**src/rtl/prbs_seq_ctrl_pkg.sv**
```systemverilog
// Shared definitions for the PRBS symbol-source sequencer, the PRBS generators and the shaping filter.
// Holds the sequencer state encoding, the default timing constants and a clog2 helper.
package prbs_pkg;

  localparam int OS_FACTOR_DEF = 4;
  localparam int SEED_CYC_DEF  = 2;
  localparam int NB_SYMB_DEF   = 16;

  typedef enum logic [2:0] {
    IDLE = 3'd0,
    SEED = 3'd1,
    RUN  = 3'd2,
    HOLD = 3'd3,
    DONE = 3'd4
  } prbs_state_t;

  function automatic int clog2(input int value);
    int width;
    width = 0;
    while ((1 << width) < value) begin
      width = width + 1;
    end
    return width;
  endfunction

endpackage

```
**src/rtl/prbs_seq_ctrl_os_phase_counter.sv**
```systemverilog
// Oversampling phase counter: modulo-OS_FACTOR count with synchronous clear and hold.
// o_zero_next flags that the phase about to be registered is 0 (the symbol strobe slot).
module os_phase_counter
  import prbs_pkg::*;
#(
  parameter int OS_FACTOR = OS_FACTOR_DEF,
  parameter int NB_PHASE  = clog2(OS_FACTOR)
) (
  input  logic                clock,
  input  logic                i_reset,
  input  logic                i_clear,
  input  logic                i_advance,
  output logic [NB_PHASE-1:0] o_phase,
  output logic                o_zero_next
);

  localparam logic [NB_PHASE-1:0] PHASE_ZERO = {NB_PHASE{1'b0}};
  localparam logic [NB_PHASE-1:0] PHASE_ONE  = NB_PHASE'(1);
  localparam logic [NB_PHASE-1:0] PHASE_LAST = NB_PHASE'(OS_FACTOR - 1);

  logic [NB_PHASE-1:0] phase_next_s;

  // Next phase: clear wins over advance, otherwise hold.
  always_comb begin
    phase_next_s = o_phase;
    if (i_clear) begin
      phase_next_s = PHASE_ZERO;
    end else if (i_advance) begin
      if (o_phase == PHASE_LAST) begin
        phase_next_s = PHASE_ZERO;
      end else begin
        phase_next_s = o_phase + PHASE_ONE;
      end
    end else begin
      phase_next_s = o_phase;
    end
  end

  assign o_zero_next = (phase_next_s == PHASE_ZERO);

  // Phase register.
  always_ff @(posedge clock or posedge i_reset) begin
    if (i_reset) begin
      o_phase <= PHASE_ZERO;
    end else begin
      o_phase <= phase_next_s;
    end
  end

endmodule

```
**src/rtl/prbs_seq_ctrl.sv**
```systemverilog
// PRBS symbol-source sequencer: reseed/enable control, per-symbol strobe and oversampling phase.
// Define PRBS_BURST_EN to add the burst-length limit (DONE state, i_burst_len and o_done ports).
module prbs_seq_ctrl
  import prbs_pkg::*;
#(
  parameter int OS_FACTOR = OS_FACTOR_DEF,
  parameter int NB_PHASE  = clog2(OS_FACTOR),
  parameter int SEED_CYC  = SEED_CYC_DEF,
  parameter int NB_SYMB   = NB_SYMB_DEF
) (
  input  logic                clock,
  input  logic                i_reset,
  input  logic                i_enable,
  input  logic                i_restart,
`ifdef PRBS_BURST_EN
  input  logic [NB_SYMB-1:0]  i_burst_len,
`endif
  output logic                o_prbs_reset,
  output logic                o_prbs_enable,
  output logic                o_valid,
  output logic [NB_PHASE-1:0] o_phase,
  output logic [NB_SYMB-1:0]  o_symb_cnt,
  output logic                o_busy
`ifdef PRBS_BURST_EN
  ,
  output logic                o_done
`endif
);

  localparam int                 NB_SEED   = clog2(SEED_CYC + 1);
  localparam logic [NB_SEED-1:0] SEED_ZERO = {NB_SEED{1'b0}};
  localparam logic [NB_SEED-1:0] SEED_ONE  = NB_SEED'(1);
  localparam logic [NB_SEED-1:0] SEED_LAST = NB_SEED'(SEED_CYC - 1);
  localparam logic [NB_SYMB-1:0] SYMB_ZERO = {NB_SYMB{1'b0}};
  localparam logic [NB_SYMB-1:0] SYMB_ONE  = NB_SYMB'(1);

  prbs_state_t        state_r;
  prbs_state_t        state_next_s;
  logic [NB_SEED-1:0] seed_cnt_r;
  logic [NB_SEED-1:0] seed_cnt_next_s;
  logic               seed_start_s;
  logic               ran_r;
  logic               ran_next_s;
  logic               burst_hit_s;
  logic               phase_clear_s;
  logic               phase_advance_s;
  logic               zero_next_s;
  logic               valid_next_s;
  logic               prbs_reset_next_s;
  logic               prbs_enable_next_s;
  logic               busy_next_s;
  logic [NB_SYMB-1:0] symb_cnt_next_s;

`ifdef PRBS_BURST_EN
  logic [NB_SYMB-1:0] burst_len_r;

  // The registered strobe that brought the count to a non-zero latched length ends the burst.
  always_comb begin
    burst_hit_s = (state_r == RUN) && o_valid && (burst_len_r != SYMB_ZERO) &&
                  (o_symb_cnt == burst_len_r);
  end

  // Burst length is captured whenever a seed period starts.
  always_ff @(posedge clock or posedge i_reset) begin
    if (i_reset) begin
      burst_len_r <= SYMB_ZERO;
    end else if (seed_start_s) begin
      burst_len_r <= i_burst_len;
    end else begin
      burst_len_r <= burst_len_r;
    end
  end
`else
  assign burst_hit_s = 1'b0;
`endif

  // Next-state logic; restart outranks every other request.
  always_comb begin
    state_next_s = state_r;
    case (state_r)
      IDLE: begin
        if (i_enable) state_next_s = SEED;
        else          state_next_s = IDLE;
      end
      SEED: begin
        if (i_restart)                     state_next_s = SEED;
        else if (seed_cnt_r == SEED_LAST)  state_next_s = i_enable ? RUN : HOLD;
        else                               state_next_s = SEED;
      end
      RUN: begin
        if (i_restart)        state_next_s = SEED;
        else if (burst_hit_s) state_next_s = DONE;
        else if (!i_enable)   state_next_s = HOLD;
        else                  state_next_s = RUN;
      end
      HOLD: begin
        if (i_restart)     state_next_s = SEED;
        else if (i_enable) state_next_s = RUN;
        else               state_next_s = HOLD;
      end
      DONE: begin
        if (i_restart)      state_next_s = SEED;
        else if (!i_enable) state_next_s = IDLE;
        else                state_next_s = DONE;
      end
      default: state_next_s = IDLE;
    endcase
  end

  // Datapath next values: seed timer, phase control, symbol count and output decode.
  always_comb begin
    seed_start_s       = (state_next_s == SEED) && !((state_r == SEED) && !i_restart);
    seed_cnt_next_s    = SEED_ZERO;
    ran_next_s         = ran_r;
    phase_clear_s      = (state_next_s == IDLE) || (state_next_s == SEED);
    phase_advance_s    = 1'b0;
    prbs_reset_next_s  = 1'b0;
    prbs_enable_next_s = 1'b0;
    busy_next_s        = 1'b0;
    if ((state_next_s == SEED) && !seed_start_s) begin
      seed_cnt_next_s = seed_cnt_r + SEED_ONE;
    end else begin
      seed_cnt_next_s = SEED_ZERO;
    end
    // A phase already issued in RUN is never replayed; a fresh seed starts at phase 0 unadvanced.
    if (state_next_s == RUN) begin
      phase_advance_s = (state_r == RUN) || ((state_r == HOLD) && ran_r);
    end else begin
      phase_advance_s = 1'b0;
    end
    if (state_next_s == SEED) begin
      ran_next_s = 1'b0;
    end else if (state_next_s == RUN) begin
      ran_next_s = 1'b1;
    end else begin
      ran_next_s = ran_r;
    end
    case (state_next_s)
      IDLE: begin
        prbs_reset_next_s = 1'b1;
      end
      SEED: begin
        prbs_reset_next_s = 1'b1;
        busy_next_s       = 1'b1;
      end
      RUN: begin
        prbs_enable_next_s = 1'b1;
        busy_next_s        = 1'b1;
      end
      HOLD: begin
        busy_next_s = 1'b1;
      end
      DONE: begin
        busy_next_s = 1'b0;
      end
      default: begin
        prbs_reset_next_s = 1'b1;
      end
    endcase
    valid_next_s = (state_next_s == RUN) && zero_next_s;
    if (seed_start_s) begin
      symb_cnt_next_s = SYMB_ZERO;
    end else if (valid_next_s) begin
      symb_cnt_next_s = o_symb_cnt + SYMB_ONE;
    end else begin
      symb_cnt_next_s = o_symb_cnt;
    end
  end

  os_phase_counter #(
    .OS_FACTOR (OS_FACTOR),
    .NB_PHASE  (NB_PHASE)
  ) u_phase (
    .clock       (clock),
    .i_reset     (i_reset),
    .i_clear     (phase_clear_s),
    .i_advance   (phase_advance_s),
    .o_phase     (o_phase),
    .o_zero_next (zero_next_s)
  );

  // State, seed timer and registered outputs.
  always_ff @(posedge clock or posedge i_reset) begin
    if (i_reset) begin
      state_r       <= IDLE;
      seed_cnt_r    <= SEED_ZERO;
      ran_r         <= 1'b0;
      o_prbs_reset  <= 1'b1;
      o_prbs_enable <= 1'b0;
      o_valid       <= 1'b0;
      o_symb_cnt    <= SYMB_ZERO;
      o_busy        <= 1'b0;
    end else begin
      state_r       <= state_next_s;
      seed_cnt_r    <= seed_cnt_next_s;
      ran_r         <= ran_next_s;
      o_prbs_reset  <= prbs_reset_next_s;
      o_prbs_enable <= prbs_enable_next_s;
      o_valid       <= valid_next_s;
      o_symb_cnt    <= symb_cnt_next_s;
      o_busy        <= busy_next_s;
    end
  end

`ifdef PRBS_BURST_EN
  // Burst-complete flag mirrors residency in DONE.
  always_ff @(posedge clock or posedge i_reset) begin
    if (i_reset) begin
      o_done <= 1'b0;
    end else begin
      o_done <= (state_next_s == DONE);
    end
  end
`endif

endmodule

```
**config.mk**
```make
export PLATFORM = sky130hd
export DESIGN_NAME = prbs_seq_ctrl
export DESIGN_NICKNAME = d
export VERILOG_FILES = /design/src/rtl/prbs_seq_ctrl_pkg.sv /design/src/rtl/prbs_seq_ctrl_os_phase_counter.sv /design/src/rtl/prbs_seq_ctrl.sv
export SDC_FILE = /design/constraint.sdc
export NUM_CORES = 1
export LEC_CHECK = 0
export CORE_MARGIN = 2
export CORE_UTILIZATION = 58
export CTS_BUF_LIST = sky130_fd_sc_hd__clkbuf_2
export CTS_CLUSTER_DIAMETER = 50
export CTS_CLUSTER_SIZE = 30
export DETAILED_ROUTE_END_ITERATION = 10
export PLACE_DENSITY = 0.82
export SYNTH_ARGS = -nofsm -noshare
export SYNTH_HDL_FRONTEND = slang
export SYNTH_SLANG_ARGS = --single-unit
```
**constraint.sdc**
```tcl
create_clock -name clock -period 6 [get_ports clock]
set_clock_uncertainty 0.15 [all_clocks]
set_input_delay 1.5 -clock clock [delete_from_list [all_inputs] [get_ports clock]]
set_output_delay 1.5 -clock clock [all_outputs]
set_load 0.02 [all_outputs]
```
; ---- Word level (Yosys, flattened, before mapping)
; Cells that the tools add are included.
[totals]
ff_bits = 28
inputBits = 4
output_inout_bits = 22
wordCells = 60
[classes]
addsub = 3
eq_ne = 10
n_mux = 20
reduce_logical = 18
[ops]
columns = op, count
row1 = 2-to-1 mux 16 bit, 2
row2 = adder 16 x 1 -> 16 bit (second input constant), 1
row3 = == test 3 x 2 -> 1 bit (second input constant), 4
row4 = 2-to-1 mux 2 bit, 6
row5 = case mux 3 bit (4 select lines), 1
row6 = 2-to-1 mux 3 bit, 3
row7 = 2-to-1 mux 1 bit, 8
row8 = == test 3 x 1 -> 1 bit (second input constant), 2
row9 = == test 3 bit (second input constant), 2
row10 = zero test 3 bit, 2
row11 = OR reduction 3 bit, 2
row12 = logical AND 1 bit, 5
row13 = adder 2 x 1 -> 2 bit (second input constant), 2
row14 = nonzero test 2 bit, 2
row15 = zero test 1 bit, 3
row16 = == test 2 x 1 -> 1 bit (second input constant), 1
row17 = == test 2 bit (second input constant), 1
row18 = zero test 2 bit, 1
row19 = logical OR 1 bit, 2
row20 = OR reduction 2 bit, 1

; ---- Longest topological paths before layout
[depth]
ltp_word = 12
mapped_depth = 10
depth_no_buf = 8

; ---- Modules after synthesis
; A second synthesis with hierarchy kept.
[hier_totals]
hier_cells = 137
hier_area_um2 = 1405.1
[by_module_without_submodules]
columns = module, n_inst, cells_each, area_each_um2, seq_area_each_um2
row1 = prbs_seq_ctrl, 1, 124, 1276.2, 651.9
row2 = os_phase_counter, 1, 13, 128.9, 50.0

; ---- Least setup slack after synthesis
; Ideal clock, no wire load.
[synth_timing]
path_type = input -> register
start = in i_restart
end = reg o_symb_cnt[11]
setup_time_ps = 80
t_arrival_ps = 2936
t_required_ps = 5770
path_slack_ps = 2834
stages = 8
n_path_buf = 2
cell_sequence = nand2b_1 > o31ai_2 > a21o_1 > buf_6 > inv_2 > buf_6 > or4_1 > a21oi_1
[synth_via]
elab_chain_cells = 9
word_cells_on_any_way = 19
cone_classes = eq/ne: 2 / mux: 8 / reduce/logical: 9
[synth_rtl]
columns = item, line_no
row1 = from (decl), prbs_seq_ctrl.sv:14  ; input logic i_restart,
row2 = 2-to-1 mux 3 bit (tied with other cells), prbs_seq_ctrl.sv:102  ; if (i_restart) state_next_s = SEED;
row3 = case mux 3 bit (4 select lines), prbs_seq_ctrl.sv:80  ; case (state_r)
row4 = == test 3 x 2 -> 1 bit, "prbs_seq_ctrl.sv:126, prbs_seq_ctrl.sv:160"
row5 = 2-to-1 mux 1 bit, prbs_seq_ctrl.sv:126  ; if (state_next_s == RUN) begin
row6 = 2-to-1 mux 2 bit, prbs_seq_ctrl_os_phase_counter.sv:28  ; end else if (i_advance) begin
row7 = 2-to-1 mux 2 bit, prbs_seq_ctrl_os_phase_counter.sv:26  ; if (i_clear) begin
row8 = zero test 2 bit, prbs_seq_ctrl_os_phase_counter.sv:39  ; assign o_zero_next = (phase_next_s == PHASE_ZERO);
row9 = logical AND 1 bit, prbs_seq_ctrl.sv:160  ; valid_next_s = (state_next_s == RUN) && zero_next_s;
row10 = nonzero test 2 bit (no source line), n/a
row11 = to (signal assigned), prbs_seq_ctrl.sv:200  ; o_symb_cnt <= symb_cnt_next_s;
row12 = to (decl), prbs_seq_ctrl.sv:22  ; output logic [NB_SYMB-1:0] o_symb_cnt,
; Parallel ways exist; a longest one is shown, timed or not.
; A chain may end at the register's enable or synchronous reset.

; ---- Final worst setup path
[layout_timing]
start = in i_restart
end = reg o_symb_cnt[15]
; Same word-level chain as after synthesis.

==> results.ini <==
[layout]
areaGrowthSynthToFinish_pct=18.6
postLayoutCoreUtil_pct=72.0
drive_gt1_share_pct=7.34
diodes=0
layout.cells.non_filler=207
layout.nets=185

[yosys]
synthTopCellsByCount=dfrtp_1, nand3_1, a31oi_1
netlist_instances=157
synthAdderAreaFrac_pct=2.50
synth-edff-count=0
synth.most_common_cell=dfrtp_1
syn_area_um2=1500
synth_compound_area_share_pct=18.4
synth_seq_cells=28
synthArstFlopShare_pct=100
netlist.area_leader.share_pct=44.9
synth-main-ff-cell=dfrtp_1
muxShareOfSynthArea_pct=2.08
ys_seq_area_share_pct=46.7
synth_xor_area_share_pct=0.582
syn_avg_cell_area_um2=9.58
synth_simple_gate_area_share_pct=24.5
yosysWarnings=0
synth_fp_nets=164
synth_area_leader_cell=dfrtp_1
synth_top_family_by_area=simple AND/OR/NAND/NOR gates
ys_types=41
ys_top_cells_by_area=dfrtp_1, a31oi_1, nand3_1, o31ai_1, ha_1

[drt]
dr.pass1.iters=4
routed_wl_um=3470
drtIter0Drc=39
drc_errors=0
via_per_inst=6.55
vias=1355
routedWlPerCell_um=16.7
ant_nets=0

[run]
cap_violations=0

[sta]
setup_tns_ns=0
period_share_pct=61.0
max_slew_margin_pct=29.6
rsz0062_at_grt=no
hold_viol=0
timing.hold.ws_ns=0.312
max_clock_freq_mhz=273
drv_slew=0
setup_violations=0
period_needed_ns=3.66
worstMarginPinSlew_ns=1.05

[setup_path]
worstReg2RegStart=state_r[1]$_DFF_PP0_
worstPathArrival_ns=3.82
cp_max_fo=20
r2r_cells=5
endpoint_kind=register
start_kind=primary input
r2r_slack_ns=3.39
required_ns=6.16
crit_type=primary input to register
r2r_end=o_symb_cnt[8]$_DFFE_PP0P_

[worst_hold_path]
min_to=seed_cnt_r[0]$_DFF_PP0_
hold_class=register to register
hold_start=seed_cnt_r[0]$_DFF_PP0_
hold_path_depth=1

[cts]
clkLatencyLatePin_ns=0.39
post_cts_buffers=0
numCtsBuffers=3
postCtsResizedCells=0
clock-root-buffer=clkbuf_2
clk_pin_slew_ns=0.25
cts_num_sinks=28
htree_levels=1
clockBufferDepth=2
cts_tree=yes
holdBufCountCts=0

[global_route]
grt_max_degree=29
antenna_found_initial=0
grt_pass1_wl_um=5460
grtUsageTotal_pct=25.0
grt_pass1_vias=1192
grt_overflow_total=0

[power]
power.total_w=0.000551
power.density_nw_per_um2=309
swShare_pct=35.9
seq_power_share_pct=45.1
p_clk_share_pct=21.2
peakVddDrop_mv=0.259
pwr-share-comb_pct=33.7
p_switching_w=0.000198
p_leak_nw=0.735
p_int_w=0.000353

[placed_design]
place_congestion=0.839
dp_cells=203
port_buffers=25
hpwl_um=2410

[floorplan]
die_x_um=54.9
dieHeight_um=54.9
die_area_um2=3020
coreArea_um2=2480
pin_count=26
row_count=18
start_util_pct=60.7

[status]
outcome=complete, no violations

[flip-flops by register name, indices dropped and copies added (netlist names)]
signal and flops:
state_r 3, ran_r 1, seed_cnt_r 2, o_prbs_reset 1
u_phase.o_phase 2, o_valid 1, o_symb_cnt 16, o_busy 1
o_prbs_enable 1
[metal layers]
layer / track usage, % / wire [um] / vias up
met5: 0 / 0 / -
li1: - / - / 625
met4: 7.32 / 27 / 0
met2: 41.9 / 1690 / 53
met3: 2.69 / 201 / 4
met1: 34.3 / 1550 / 673
[cells in the final DEF, fill, tap and decap left out, drive strengths merged, types with 4 or more instances in the layout]
cell type / instances
a31oi: 11
nor3: 4
nand2: 7
o31ai: 7
a21oi: 7
clkdlybuf4s50: 25
dfrtp: 27
nand2b: 5
o21ai: 6
inv: 7
or4: 5
nand3: 13
nor2: 9
or3: 5
[final cells by class]
cell class | count | area, um^2
clock buffer | 3 | 15.0
clock inverter | 1 | 30.0
fill | 195 | 693
inverter | 7 | 26.3
multi-input combinational | 113 | 723
sequential | 28 | 702
tap | 30 | 37.5
timing repair buffer | 25 | 250
[critical path, cell delays in order]
cell and delay, ns:
clkdlybuf4s50_1 0.49, nand2b_1 0.25, nor3_2 0.24, nand3_1 0.53, or4_1 0.66, a21oi_1 0.15
[worst max-delay path by stage]
| stage | startpoint | endpoint | slack (ns) | depth (start not counted) |
|---|---|---|---|---|
| detailed placement | i_restart | o_symb_cnt[12]$_DFFE_PP0P_ | 1.96 | 6 |
| CTS | i_restart | o_symb_cnt[12]$_DFFE_PP0P_ | 2.35 | 6 |
| finish | i_restart | o_symb_cnt[15]$_DFFE_PP0P_ | 2.34 | 6 |
| global placement | i_restart | o_symb_cnt[14]$_DFFE_PP0P_ | 2.12 | 7 |
| global route | i_restart | o_symb_cnt[15]$_DFFE_PP0P_ | 2.17 | 6 |
| floorplan | i_restart | o_symb_cnt[11]$_DFFE_PP0P_ | 2.83 | 8 |
[power by group through the flow]
stage	Combinational, W	Clock (W)	Sequential (W)
global placement	0.000177	0	0.000249
CTS	0.000186	0.000118	0.000247
detailed placement	0.000185	0	0.000251
global route	0.000202	0.000122	0.000253
floorplan	0.000112	0	0.000260
finish	0.000186	0.000117	0.000248
[metrics by stage]
stage | instance area, um^2 | worst slack (ns)
after detailed placement | 1740 | 1.96
final | 1780 | 2.34
after global placement | 1740 | 2.12
after global routing | 1780 | 2.17
after CTS | 1780 | 2.35
after floorplan | 1500 | 2.83
[kinds of logic after synthesis]
group | Yosys count
XOR/XNOR | 1
adder cells (fa/ha/maj) | 3
buffers and inverters | 16
AO/OA/AOI/OAI | 40
multiplexers | 3
AND/OR/NAND/NOR | 66
flip-flops | 28
Note: power is estimated with default switching activity, not from simulation.
==> RTL change (config.mk and constraints unchanged) <==
The package constant `OS_FACTOR_DEF` goes from 4 to 3.
--- a/src/rtl/prbs_seq_ctrl_pkg.sv
+++ b/src/rtl/prbs_seq_ctrl_pkg.sv
@@ -4,3 +4,3 @@
 
-  localparam int OS_FACTOR_DEF = 4;
+  localparam int OS_FACTOR_DEF = 3;
   localparam int SEED_CYC_DEF  = 2;
Behaviour: not the same (a bounded check fails within 10 cycles, from zero or initial values and one cycle with i_reset high).
==> RTL change against the original RTL <==
  * First-iteration DRC count increased by 44%
  * Sequential cell count is the same
  * Setup slack better by 0.057 ns
  * Synthesized area fell by 9.2%
  * Power shrank 13%
  * Routed wire length is 16% lower
  * Clock power down 3%
  * Cell area shrank 5.6%
==> RTL change: results (changes against the original RTL) <==
- Post-CTS sizing: 0 (unchanged)
- Reg-to-Reg Start: seed_cnt_r[0]$_DFF_PP0_
- Distinct cells, synth: 33 (-20%)
- Share of cells above drive strength 1: 5.488% (-1.9 points)
- Synth area leaders: dfrtp_1 (49%), and3_1 (5.5%), a211o_1 (3.8%), a21oi_1 (3.7%), o31ai_1 (2.7%)
- Seq/Total Area, Yosys: 51.37% (+4.7 points)
- Placer Congestion: 0.7728 (-7.9%)
- Worst Path Max Fanout: 17 (-15%)
- Final Util: 76.13% (+4.1 points)
- Final hold slack: 0.3254 ns (+0.01330 ns)
- Multi-input gates: 100 (-12%)
- Drt wl/cell: 15.17 um (-9.4%)
- CP max stage delay: 0.60 ns (-0.06 ns)
- Remaining antenna violation count after routing: 0 (unchanged)
- Max VDD drop: 202.9 uV (-22%)
- Flop-to-flop setup slack: 3.44 ns (+0.05 ns)
- Number of sequential cells: 28 (unchanged)
- Reg2Reg Depth: 7 (+2)
- Port Buf Inserts: 25 (unchanged)
- Clk_lat worst skew: 0.36 ns (-0.03 ns)
- Status: finished, final reports clean
- Fraction of area in multi-input gates: 37.15% (-3.4 points)
- Vias in the first global route: 1065 (-11%)
- Initial DRC count: 56 (+44%)
- Filler instances: 179 (-8.2%)
- Slowest-stage cell, CP: clkdlybuf4s50_1
- LEAKAGE: 0.8048 nW (+9.6%)
- Setup Fix Bufs, Post-CTS: 0 (unchanged)
- # H-tree levels: 1 (unchanged)
- Non-clock buffer share: 14.86% (+0.83 points)
- Pre-CTS setup slack: 2.011 ns (+0.05470 ns)
- GRT Overall Usage: 22.89% (-2.1 points)
- Post-synth top cells: dfrtp_1 (27), and3_1 (12), a21oi_1 (10), nand2_1 (9), nor2_1 (9)
- First-pass GRT wire length: 4705 um (-14%)
- Fraction of registers with async set or reset after synthesis: 100.0% (unchanged)
- CTS clk-pin slew, worst paths: 0.27 ns (+0.02 ns)
- Final #Nets: 171 (-7.6%)
- Post-DP HPWL: 2032 um (-16%)
- Critical R2R Capture: o_symb_cnt[0]$_DFFE_PP0P_
- Rel. slew slack: 30.49% (+0.85 points)
- Clock buf/inv share: 2.675% (+0.15 points)
- Synth Instances: 138 (-12%)
- Crit path arrival time: 3.74 ns (-0.08 ns)
- Routed vias/inst: 6.104 (-6.7%)
- Via count: 1172 (-14%)
- Placed cell areas: 0.001639 mm2 (-5.8%)
- Signal buffers: 25 (unchanged)
RTL change: cell count changes after synthesis, sizes merged, moves of 3 or more:
cell   change
a31oi     -10
a211o      +6
and3       +9
a21oi      +3
nand3      -6
buf        -5
o21ai      -3
or3        -4
RTL change: cell families (layout without fill, tap and decap cells):
group	Yosys count	after routing	synth area share, %
fa+ha+maj	2	2	1.831
mux	2	2	1.557
simple gates	63	63	25.18
buf+inv	10	36	2.839
compound gates	32	32	16.58
xor+xnor	1	1	0.6411
flops	28	28	51.37
RTL change: critical path: cells and delay by family:
| family | cells | cell delay, ns |
|---|---|---|
| simple gates | 2 | 0.30 |
| compound gates | 3 | 1.08 |
| buf+inv | 2 | 0.86 |
RTL change: layer usage:
metal  global-route usage (%)  vias to the layer above  wire length, um
li1                         -                      564                -
met1                    30.83                      578             1344
met2                    37.92                       28             1464
met3                    2.571                        2               87
met4                    8.547                        0               16
met5                        0                        -                0
RTL change: how the worst max path moves through the flow:
| stage | from | end | slack [ns] |
|---|---|---|---|
| 5_1_grt | i_restart | o_symb_cnt[7]$_DFFE_PP0P_ | 2.29 |
| 3_3_place_gp | i_restart | o_symb_cnt[7]$_DFFE_PP0P_ | 2.09 |
| 3_5_place_dp | i_restart | o_symb_cnt[7]$_DFFE_PP0P_ | 2.01 |
| 4_1_cts | i_restart | o_symb_cnt[7]$_DFFE_PP0P_ | 2.42 |
| 2_1_floorplan | i_restart | o_symb_cnt[15]$_DFFE_PP0P_ | 3.02 |
| 6_report | i_restart | o_symb_cnt[7]$_DFFE_PP0P_ | 2.39 |
RTL change: where the power goes:
group	switching, mW	internal [mW]
logic	0.0784	0.0531
registers	0.0219	0.215
clock network	0.0555	0.0573
